**config.mk**
```make
export PLATFORM = sky130hd
export DESIGN_NAME = alu_pipe
export DESIGN_NICKNAME = d
export VERILOG_FILES = /design/src/rtl/alu_pipe_pkg.sv /design/src/rtl/alu_core.sv /design/src/rtl/dff_rst.sv /design/src/rtl/alu_pipe.sv
export SDC_FILE = /design/constraint.sdc
export NUM_CORES = 1
export LEC_CHECK = 0
export ABC_CLOCK_PERIOD_IN_PS = 9700
export BUFFER_PORTS_ARGS = -buffer_cell sky130_fd_sc_hd__buf_4
export CORE_ASPECT_RATIO = 1.75
export CORE_MARGIN = 3
export CORE_UTILIZATION = 56
export CTS_CLUSTER_DIAMETER = 120
export DETAILED_ROUTE_END_ITERATION = 7
export GPL_TIMING_DRIVEN = 0
export PLACE_DENSITY = 0.88
export SLEW_MARGIN = 20
export SYNTH_ARGS = -nofsm -noshare
export SYNTH_HDL_FRONTEND = slang
export SYNTH_SLANG_ARGS = --single-unit
```
**constraint.sdc**
```tcl
create_clock -name clk -period 9.7 [get_ports clk]
set_input_delay 1.94 -clock clk [delete_from_list [all_inputs] [get_ports clk]]
set_output_delay 1.94 -clock clk [all_outputs]
set_load 0.02 [all_outputs]
```
**src/rtl/alu_pipe_pkg.sv**
```systemverilog
// Shared types for the pipelined integer ALU: decode packet, pipe entry, depth limits.
// Fields are sized for the widest datapath; narrower instances use the low XLEN bits.
package alu_pipe_pkg;

    localparam int ALU_PIPE_MAX_STAGES = 4;
    localparam int ALU_PIPE_MIN_STAGES = 1;
    localparam int ALU_MAX_XLEN        = 64;
    localparam int ALU_MAX_SHW         = 6;

    typedef logic [ALU_MAX_XLEN-1:0] xword_t;

    // One op flag is set per instruction; slt/sltu arrive with sub=1 so the adder compares.
    typedef struct packed {
        xword_t                 rs1_data;
        xword_t                 rs2_data;
        xword_t                 imm;
        logic                   imm_valid;
        logic [ALU_MAX_SHW-1:0] shamt;
        logic                   shimm5;
        logic                   op_add;
        logic                   op_slt;
        logic                   op_and;
        logic                   op_or;
        logic                   op_xor;
        logic                   op_sll;
        logic                   op_srl;
        logic                   op_sra;
        logic                   sub;
        logic                   unsign;
        logic                   rd;
        logic                   legal;
        logic                   alu;
        logic                   nop;
        logic [4:0]             rd_addr;
        xword_t                 instr_tag;
        logic [31:0]            instr;
    } idu1_out_t;

    typedef struct packed {
        logic        valid;
        xword_t      data;
        logic [4:0]  rd_addr;
        logic        wr_en;
        xword_t      tag;
        logic [31:0] instr;
    } alu_pipe_entry_t;

endpackage

```
**src/rtl/alu_core.sv**
```systemverilog
// Combinational RV32I/RV64I ALU op evaluation and register write-enable decode.
// Latency: 0 cycles (purely combinational).
// Backpressure: none; the enclosing pipe decides when the result is captured.
module alu_core
    import alu_pipe_pkg::*;
#(
    parameter int XLEN = 32
) (
    input  idu1_out_t        ctrl,
    output logic [XLEN-1:0]  result,
    output logic             wr_en
);

    localparam int SHW = $clog2(XLEN);

    logic [XLEN-1:0] a;
    logic [XLEN-1:0] b;
    logic [XLEN-1:0] bx;
    logic [XLEN:0]   sum;
    logic [SHW-1:0]  sh;
    logic            cout;
    logic            neg;
    logic            ov;
    logic            lt;

    assign a = ctrl.rs1_data[XLEN-1:0];

    always_comb begin
        b = ctrl.rs2_data[XLEN-1:0];
        if (ctrl.imm_valid) begin
            b = ctrl.imm[XLEN-1:0];
        end else if (ctrl.shimm5) begin
            b = {{(XLEN-SHW){1'b0}}, ctrl.shamt[SHW-1:0]};
        end
    end

    // Single XLEN+1 adder serves add, sub and both compares; sub inverts b and supplies carry-in.
    assign bx   = ctrl.sub ? ~b : b;
    assign sum  = {1'b0, a} + {1'b0, bx} + {{XLEN{1'b0}}, ctrl.sub};
    assign cout = sum[XLEN];
    assign neg  = sum[XLEN-1];
    assign ov   = (a[XLEN-1] == bx[XLEN-1]) & (sum[XLEN-1] != a[XLEN-1]);
    assign lt   = ctrl.unsign ? ~cout : (neg ^ ov);
    assign sh   = b[SHW-1:0];

    always_comb begin
        result = '0;
        if (ctrl.op_add) result = result | sum[XLEN-1:0];
        if (ctrl.op_slt) result = result | {{(XLEN-1){1'b0}}, lt};
        if (ctrl.op_and) result = result | (a & b);
        if (ctrl.op_or)  result = result | (a | b);
        if (ctrl.op_xor) result = result | (a ^ b);
        if (ctrl.op_sll) result = result | (a << sh);
        if (ctrl.op_srl) result = result | (a >> sh);
        if (ctrl.op_sra) result = result | $unsigned($signed(a) >>> sh);
    end

    assign wr_en = ctrl.rd & ctrl.legal & ctrl.alu & ~ctrl.nop & (ctrl.rd_addr != 5'd0);

    logic unused_ctrl;
    assign unused_ctrl = ^{ctrl.instr_tag, ctrl.instr};

    if (XLEN < ALU_MAX_XLEN) begin : g_narrow
        logic unused_hi;
        assign unused_hi = ^{ctrl.rs1_data[ALU_MAX_XLEN-1:XLEN], ctrl.rs2_data[ALU_MAX_XLEN-1:XLEN],
                             ctrl.imm[ALU_MAX_XLEN-1:XLEN], ctrl.shamt[ALU_MAX_SHW-1:SHW]};
    end

endmodule

```
**src/rtl/dff_rst.sv**
```systemverilog
// Generic register with load enable and synchronous active-low clear.
// Latency: 1 cycle from d to q when en=1.
// Backpressure: none; the owner holds state by dropping en.
module dff_rst #(
    parameter int W = 1
) (
    input  logic         clk,
    input  logic         rst_n,
    input  logic         en,
    input  logic [W-1:0] d,
    output logic [W-1:0] q
);

    always_ff @(posedge clk) begin
        if (!rst_n) begin
            q <= '0;
        end else if (en) begin
            q <= d;
        end
    end

endmodule

```
**src/rtl/alu_pipe.sv**
```systemverilog
// Pipelined integer ALU between IDU1 issue and the writeback arbiter.
// Latency: STAGES cycles accept-to-out_valid, 1 op/cycle throughput.
// Backpressure: a valid, unconsumed tail stalls every stage; flush kills all in-flight ops.
module alu_pipe
    import alu_pipe_pkg::*;
#(
    parameter int XLEN   = 32,
    parameter int STAGES = 2
) (
    input  logic             clk,
    input  logic             rst_n,
    input  logic             in_valid,
    output logic             in_ready,
    input  idu1_out_t        alu_ctrl,
    input  logic             flush,
    output logic             out_valid,
    input  logic             out_ready,
    output logic [XLEN-1:0]  alu_wb_data,
    output logic [4:0]       alu_wb_rd_addr,
    output logic             alu_wb_rd_wr_en,
    output logic [XLEN-1:0]  instr_tag_out,
    output logic [31:0]      instr_out
);

    localparam int EW = $bits(alu_pipe_entry_t);

    if (XLEN != 32 && XLEN != 64) begin : g_bad_xlen
        $error("alu_pipe: XLEN must be 32 or 64");
    end
    if (STAGES < ALU_PIPE_MIN_STAGES || STAGES > ALU_PIPE_MAX_STAGES) begin : g_bad_stages
        $error("alu_pipe: STAGES must be within 1..4");
    end

    logic [XLEN-1:0]  core_result;
    logic             core_wr_en;
    logic             adv;
    logic             accept;
    alu_pipe_entry_t  head;
    alu_pipe_entry_t  tail;
    alu_pipe_entry_t  st_q [STAGES];

    alu_core #(.XLEN(XLEN)) u_core (
        .ctrl   (alu_ctrl),
        .result (core_result),
        .wr_en  (core_wr_en)
    );

    assign tail     = st_q[STAGES-1];
    assign adv      = ~tail.valid | out_ready;
    assign in_ready = adv;
    assign accept   = in_valid & in_ready;

    always_comb begin
        head                = '0;
        head.valid          = accept;
        head.data[XLEN-1:0] = core_result;
        head.rd_addr        = alu_ctrl.rd_addr;
        head.wr_en          = core_wr_en;
        head.tag            = alu_ctrl.instr_tag;
        head.instr          = alu_ctrl.instr;
    end

    // Payload only moves with a valid op, so bubbles and flushes leave the outputs untouched.
    for (genvar i = 0; i < STAGES; i++) begin : g_stage
        alu_pipe_entry_t inc;
        alu_pipe_entry_t d;
        alu_pipe_entry_t q;

        if (i == 0) begin : g_head
            assign inc = head;
        end else begin : g_body
            assign inc = st_q[i-1];
        end

        always_comb begin
            d = q;
            if (adv && inc.valid) begin
                d = inc;
            end
            d.valid = ~flush & (adv ? inc.valid : q.valid);
        end

        dff_rst #(.W(EW)) u_reg (
            .clk   (clk),
            .rst_n (rst_n),
            .en    (adv | flush),
            .d     (d),
            .q     (q)
        );

        assign st_q[i] = q;
    end

    assign out_valid       = tail.valid;
    assign alu_wb_data     = tail.data[XLEN-1:0];
    assign alu_wb_rd_addr  = tail.rd_addr;
    assign alu_wb_rd_wr_en = tail.valid & tail.wr_en;
    assign instr_tag_out   = tail.tag[XLEN-1:0];
    assign instr_out       = tail.instr;

    if (XLEN < ALU_MAX_XLEN) begin : g_narrow
        logic unused_hi;
        assign unused_hi = ^{tail.data[ALU_MAX_XLEN-1:XLEN], tail.tag[ALU_MAX_XLEN-1:XLEN]};
    end

endmodule

```
==> results.ini, run 1 <==
[status]
status=complete, but fails checks
violations=DRC

[sta]
fin_crit_ps=8130
max_slew_margin_pct=5.98
setup_viol=0
fin_worst_skew_ps=10.2
grt_setup_unrepaired=no
max_freq_ghz=0.123
fin_crit_sh_pct=83.8
setup_tns_ps=0
finalHoldWorstSlack_ps=462
drv_slew=0
worstMarginPinSlew_ps=1400
hold_violations=0

[logic_synthesis]
yosysSeqAreaShare_pct=25.3
synth_cells=2193
synth_area_um2=16300
syn-num-nets=2611
synthTopCellsByArea=dfxtp_1, nand2_1, a21boi_0, ha_1, buf_4
netlist.area_leader.share_pct=25.3
yosys_register_bits=206
yosysUniqueCellTypes=80
synth_edf_count=0
synthFlopType=dfxtp_1
yosys_warnings=0
synth.avg_cell_area_um2=7.44
yosys.area.top_type=dfxtp_1
synth-async-reset-ratio_pct=0

[floorplan]
core-area_um2=28600
io_pins=424
core.rowCount=82
die_w_um=135
die_y_um=232
floorplan.initialDensity_pct=57.0
die_area_um2=31300

[route]
drc=106
first_pass_iters=8
wl_mm=85.6
num_vias=19800
vias_per_cell=6.84
wire_per_inst_um=29.6
drtIter0Drc=2593
ant_nets=0

[final_layout]
regArea_um2=4120
top_regs=g_stage.u_reg.q (206)
nNetsFinal=2926
multi_input_area_um2=10500
finalCoreUtilization_pct=68.4
filler_cell_count=2356
areaGrowthSynthToFinish_pct=20.1
design_area_um2=19600
largest_register_ffs=206
top_register=g_stage.u_reg.q
final_layout_size_suffix_gt1_share_pct=19.7

[setup_path]
crit_slowest_cell=clkbuf_1
critical-path-max-stage-delay_ps=1010
crit_cells=17
critPathKind=input port to register
critical-path-top-delay-family=buffers and inverters
r2r_start=g_stage[1].u_reg.q[166]$_SDFFE_PN0N_
worstPathMaxFanout=10
cp-endpoint=g_stage[0].u_reg.q[119]$_SDFFE_PN0P_
r2r_slack_ps=6140
reg2reg_depth=9
worstPathArrival_ps=8490
crit_path_start=alu_ctrl[122]
critPathCaptureType=register
r2r-end=g_stage[0].u_reg.q[127]$_SDFFE_PN0P_
crit_required_ps=10070
start_kind=input port
timing.critical_path.buf_inv=6
cp_cell_sequence=buf_2, buf_2, o21a_1, buf_2, buf_1, buf_1, clkbuf_1, xnor2_1, ha_1, a21oi_1, nand2_1, or3_1, a21oi_1, mux2_2, o21ai_0, and3_1, a21oi_1

[global_routing]
grt_max_degree=18
globalRouteTotalUtil_pct=53.4
grt_pass1_wl_mm=124
antenna_found_initial=3
globalRouteOverflowTotal=0
grt_pass1_vias=19400

[power]
comb_power_share_pct=41.6
clockPowerShare_pct=25.1
leakagePower_nw=8.43
p_per_area_nw_per_um2=139
power_mw=2.73
switchingPower_mw=1.11
power_frac_seq_pct=33.3
p_int_mw=1.61
ir_drop_mv=0.132
p_sw_share_pct=40.8

[clock_network]
clock_latency_ps=500
clockBufferDepth=3
htree_levels=1
cts.reportedPaths.clkPinSlew_ps=70
clock-sinks=206
cts_tree=yes
cts_hold_buf=0
cts_setup_buffers=0
clockRootBuffer=clkbuf_16
numCtsBuffers=17
post_cts_resized=0

[placed_design]
globalplace.congestion=1.26
place_area_um2=19000
portBuffers=290
dpl.hpwl_mm=64.7

[job]
maxCapViolCount=0

[hold_path]
hp-class=register to register

metrics by stage:
stage / setup slack [ps] / instances
2_1_floorplan: 3770 / 2193
3_3_place_gp: 1620 / 2861
3_5_place_dp: 1750 / 2863
4_1_cts: 2220 / 2890
5_1_grt: 1560 / 2895
6_report: 1570 / 2897
cells in the mapped netlist, types with 7 or more instances:
library cell / n
nand2_1: 476
dfxtp_1: 206
a21boi_0: 173
clkbuf_1: 111
o21ai_0: 109
buf_4: 104
ha_1: 97
a21oi_1: 80
nor2_1: 77
inv_1: 76
o211ai_1: 68
mux2i_1: 59
a22oi_1: 52
nand3_1: 52
xnor2_1: 43
a31oi_1: 39
nor3_1: 31
buf_2: 25
a211oi_1: 24
o22ai_1: 21
a21o_1: 18
buf_1: 18
o2111ai_1: 16
o21a_1: 16
and2_1: 12
mux2_2: 12
a221oi_1: 11
a211o_1: 10
and3_1: 10
nand2b_1: 8
nand4_1: 8
o21bai_1: 8
or3_1: 8
o311ai_0: 7
area by class of cell:
class / count / area share, %
sequential: 206 / 21.0
timing repair buffer: 296 / 11.3
buffer: 260 / 7.22
antenna: 3 / 0.0383
inverter: 79 / 1.51
multi-input combinational: 1648 / 53.8
clock inverter: 2 / 0.236
clock buffer: 25 / 2.43
tap: 378 / 2.41
cells by family (layout without fill, tap and decap cells):
| logic type | Yosys count | after routing | share of synthesized area (%) |
|---|---|---|---|
| flip-flops | 206 | 206 | 25.3 |
| AO/OA/AOI/OAI | 716 | 716 | 30.7 |
| multiplexers | 77 | 77 | 5.18 |
| other | 0 | 3 | 0 |
| AND/OR/NAND/NOR | 708 | 708 | 18.2 |
| buffers and inverters | 339 | 662 | 10.5 |
| XOR/XNOR | 49 | 49 | 2.63 |
| adder cells (fa/ha/maj) | 98 | 98 | 7.56 |
worst register-to-register path: cells and delay by family, from the launching register on:
kind / cells / cell delay (ps)
compound gates: 6 / 2020
buf+inv: 1 / 520
flops: 1 / 400
simple gates: 2 / 500
per-layer routing:
metal	vias up	GRT usage, %	wire length, µm
li1	8345	-	-
met1	8903	48.1	24600
met2	1803	83.0	37100
met3	774	26.1	11600
met4	2	55.6	12300
met5	-	2.78	38
layout by cell type (no fill, tap or decap), types with 12 or more instances in the layout:
cell type,n
o21ai_0,108
buf_2,27
clkbuf_1,116
clkbuf_16,17
o21a_1,16
mux2_2,12
a31oi_1,38
inv_1,76
nand3_1,52
and2_1,12
o2111ai_1,16
xnor2_1,43
a21oi_1,80
a21o_1,18
o211ai_1,68
nand2_1,476
dfxtp_1,206
o22ai_1,20
mux2i_1,57
buf_4,397
a211oi_1,22
nor3_1,31
nor2_1,77
a22oi_1,52
ha_1,97
a21boi_0,173
buf_1,18
power by group through the flow:
stage | logic, mW | registers [mW] | clock network (mW)
finish | 1.13 | 0.909 | 0.685
global route | 1.16 | 0.911 | 0.707
CTS | 1.01 | 0.907 | 0.671
detailed placement | 1.00 | 0.926 | 0
global placement | 0.993 | 0.923 | 0
floorplan | 0.598 | 0.919 | 0
how the worst min path moves through the flow:
stage	to	startpoint	slack, ps	cells after the start
finish	g_stage[1].u_reg.q[109]$_SDFFE_PN0P_	g_stage[0].u_reg.q[109]$_SDFFE_PN0P_	460	2
global route	g_stage[1].u_reg.q[20]$_SDFFE_PN0P_	g_stage[0].u_reg.q[20]$_SDFFE_PN0P_	480	2
CTS	g_stage[1].u_reg.q[20]$_SDFFE_PN0P_	g_stage[0].u_reg.q[20]$_SDFFE_PN0P_	460	2
detailed placement	g_stage[1].u_reg.q[106]$_SDFFE_PN0P_	g_stage[0].u_reg.q[106]$_SDFFE_PN0P_	450	2
global placement	g_stage[1].u_reg.q[6]$_SDFFE_PN0P_	g_stage[0].u_reg.q[6]$_SDFFE_PN0P_	450	2
floorplan	g_stage[1].u_reg.q[102]$_SDFFE_PN0P_	g_stage[0].u_reg.q[102]$_SDFFE_PN0P_	440	2
Power figures use the tool's default switching activity.
==> run 2: changes to the inputs <==
- ABC_AREA: unset -> 1
- ABC_CLOCK_PERIOD_IN_PS: 9700 -> 7500
- CORE_UTILIZATION: 56 -> 54
- PLACE_DENSITY: 0.88 -> 0.86
- clock period: 9.7 -> 7.5 ns (I/O delays scaled with it)
==> run 2 against run 1 <==
  * The run still ends with DRC left
  * Combinational power up 27%
  * Routed wire length shrank 8.2%
  * Area after synthesis shrank 2.6%
  * Sequential share of layout area rose by 0.54 points
  * Die area grew 1.0%
  * Clock power up 35%
  * Final cell count increased by 11%
  * Non-clock buffer count fell by 15
  * Clock-buffer cell count shrank 5
  * Critical path type unchanged
  * Largest power group unchanged
==> results.ini, run 2 <==
[logic_synthesis]
synth_area_um2=15900  ; -2.6%
yosysSeqAreaShare_pct=26.0  ; +0.67 points
synth_edf_count=0  ; unchanged
synth_most_common_cell=nor2_1
synthFlopType=dfxtp_1
syn-num-nets=2943  ; +13%
yosys_warnings=0  ; unchanged
synth_cells=2525  ; +15%
synth-async-reset-ratio_pct=0  ; unchanged
yosysUniqueCellTypes=50  ; -38%
netlist.area_leader.share_pct=26.0  ; +0.67 points
synth.avg_cell_area_um2=6.29  ; -15%
synthTopCellsByArea=dfxtp_1, nor2_1, nand2_1, o21ai_0, ha_1
yosys.area.top_type=dfxtp_1
yosys_register_bits=206  ; unchanged
ys_top_cells_by_count=nor2_1, nand2_1, o21ai_0

[power]
p_sw_share_pct=39.6  ; -1.2 points
power_mw=3.56  ; +30%
comb_power_share_pct=40.1  ; -1.5 points
leakagePower_nw=9.64  ; +14%
switchingPower_mw=1.41  ; +27%
p_per_area_nw_per_um2=186  ; +34%
p_int_mw=2.15  ; +33%
power_frac_seq_pct=33.9  ; +0.6 points
ir_drop_mv=0.187  ; +41%
clockPowerShare_pct=26.0  ; +0.9 points

[route]
wire_per_inst_um=24.4  ; -17%
drtIter0Drc=2558  ; -1.3%
ant_nets=0  ; unchanged
drc=45  ; -58%
num_vias=20000  ; +0.88%
wl_mm=78.6  ; -8.2%
vias_per_cell=6.21  ; -9.3%
first_pass_iters=8  ; unchanged

[clock_network]
cts_hold_buf=0  ; unchanged
cts.reportedPaths.clkPinSlew_ps=70  ; about the same
clockBufferDepth=3  ; unchanged
clockRootBuffer=clkbuf_16
htree_levels=1  ; unchanged
cts_setup_buffers=0  ; unchanged
clock-sinks=206  ; unchanged
post_cts_resized=0  ; unchanged
numCtsBuffers=16  ; -1
clock_latency_ps=490  ; about the same
cts_tree=yes

[setup_path]
start_kind=input port
worstPathMaxFanout=10  ; unchanged
crit_required_ps=7880  ; -2190 ps
critPathCaptureType=register
worstPathArrival_ps=6720  ; -1770 ps
critPathKind=input port to register
r2r_slack_ps=3830  ; -2310 ps

[global_routing]
grt_use_met3_pct=17.3  ; -8.8 points
grt_max_degree=20  ; +2
grtUsageMet2_pct=78.0  ; -4.9 points
globalRouteTotalUtil_pct=48.6  ; -4.8 points
globalRouteOverflowTotal=0  ; unchanged
gr-max-usage-layer=met2
grt_pass1_vias=19100  ; -1.2%
grt_pass1_wl_mm=115  ; -7.1%
grt_use_met1_pct=46.7  ; -1.4 points
antenna_found_initial=2  ; -1

[job]
maxCapViolCount=0  ; unchanged

[placed_design]
dpl.hpwl_mm=60.9  ; -5.9%
portBuffers=290  ; unchanged
globalplace.congestion=1.32  ; +4.7%
dp_cells=3193  ; +12%

[final_layout]
areaGrowthSynthToFinish_pct=20.2  ; about the same
nNetsFinal=3251  ; +11%
layout_common_cells=nor2_1, nand2_1, buf_4
top_register=g_stage.u_reg.q
final_common_cell=nor2_1
final_layout_size_suffix_gt1_share_pct=17.0  ; -2.7 points
top_regs=g_stage.u_reg.q (206)
largest_register_ffs=206  ; unchanged
final_cells=3221  ; +11%
filler_cell_count=2512  ; +6.6%
finalCoreUtilization_pct=66.3  ; -2.2 points

[sta]
setup_tns_ps=0  ; unchanged
fin_worst_skew_ps=21.2  ; +11.0 ps
max_slew_margin_pct=12.2  ; +6.2 points
worstMarginPinSlew_ps=1310  ; -86.3 ps
drv_slew=0  ; unchanged
fin_crit_sh_pct=84.6
grt_setup_unrepaired=no
max_freq_ghz=0.158
fin_crit_ps=6350
hold_violations=0  ; unchanged
setup_viol=0  ; unchanged
finalHoldWorstSlack_ps=457  ; -4.77 ps

[status]
violations=DRC
status=complete, but fails checks

[floorplan]
core.rowCount=82  ; unchanged
die_w_um=136  ; +0.50%
floorplan.initialDensity_pct=55.1  ; -1.9 points
die_area_um2=31600  ; +1.0%
io_pins=424  ; unchanged
die_y_um=233  ; +0.50%
core-area_um2=28800  ; +0.72%

[hold_path]
hp-class=register to register

run 2: final timing paths:
path | to | startpoint | cells past startpoint
min reg2reg | g_stage[1].u_reg.q[124]$_SDFFE_PN0P_ | g_stage[0].u_reg.q[124]$_SDFFE_PN0P_ | 2
max | g_stage[0].u_reg.q[120]$_SDFFE_PN0P_ | alu_ctrl[122] | 18
min | g_stage[1].u_reg.q[124]$_SDFFE_PN0P_ | g_stage[0].u_reg.q[124]$_SDFFE_PN0P_ | 2
max reg2reg | g_stage[0].u_reg.q[122]$_SDFFE_PN0P_ | g_stage[1].u_reg.q[166]$_SDFFE_PN0N_ | 12
run 2: layout make-up:
| type | count | area (µm²) | area share, % |
|---|---|---|---|
| clock inverter | 6 | 109 | 0.570 |
| buffer | 251 | 1410 | 7.39 |
| clock buffer | 20 | 447 | 2.34 |
| tap | 378 | 473 | 2.48 |
| antenna | 2 | 5.00 | 0.0262 |
| multi-input combinational | 1876 | 9630 | 50.4 |
| timing repair buffer | 290 | 2180 | 11.4 |
| inverter | 192 | 721 | 3.77 |
| sequential | 206 | 4120 | 21.6 |
run 2: cell families after synthesis:
family,share of synthesized area [%]
flops,26.0
compound gates,22.0
buf+inv,13.4
mux,0.441
xor+xnor,1.76
simple gates,28.6
fa+ha+maj,7.76
run 2: worst max-delay path: stages:
cell and delay, ps:
buf_4 110, inv_2 30, buf_4 170, o21ai_1 590, buf_2 430, buf_1 740
xor2_1 180, ha_1 420, nand3_1 100, nand2_1 170, a21boi_0 310, o21ai_0 830
a21boi_0 260, or2_2 340, nand3_1 270, nand3_1 130, nand2_1 80, inv_1 40
run 2: routing by layer:
metal	up-vias	share of wire, %
met4	0	13
met1	8920	31
met3	605	11
met2	1613	44
met5	-	0
li1	8863	-
run 2: stage by stage:
| step | area (µm²) | setup WS [ps] |
|---|---|---|
| 4_1_cts | 19100 | 1570 |
| 2_1_floorplan | 15900 | 3120 |
| 6_report | 19100 | 1150 |
| 3_5_place_dp | 18500 | 1100 |
| 5_1_grt | 19100 | 1250 |
| 3_3_place_gp | 18500 | 1180 |
run 2: power groups by stage:
stage | registers [mW] | clock network (mW) | logic, mW
CTS | 1.20 | 0.920 | 1.33
floorplan | 1.22 | 0 | 0.815
detailed placement | 1.23 | 0 | 1.32
global placement | 1.23 | 0 | 1.31
finish | 1.21 | 0.925 | 1.43
global route | 1.21 | 0.967 | 1.51
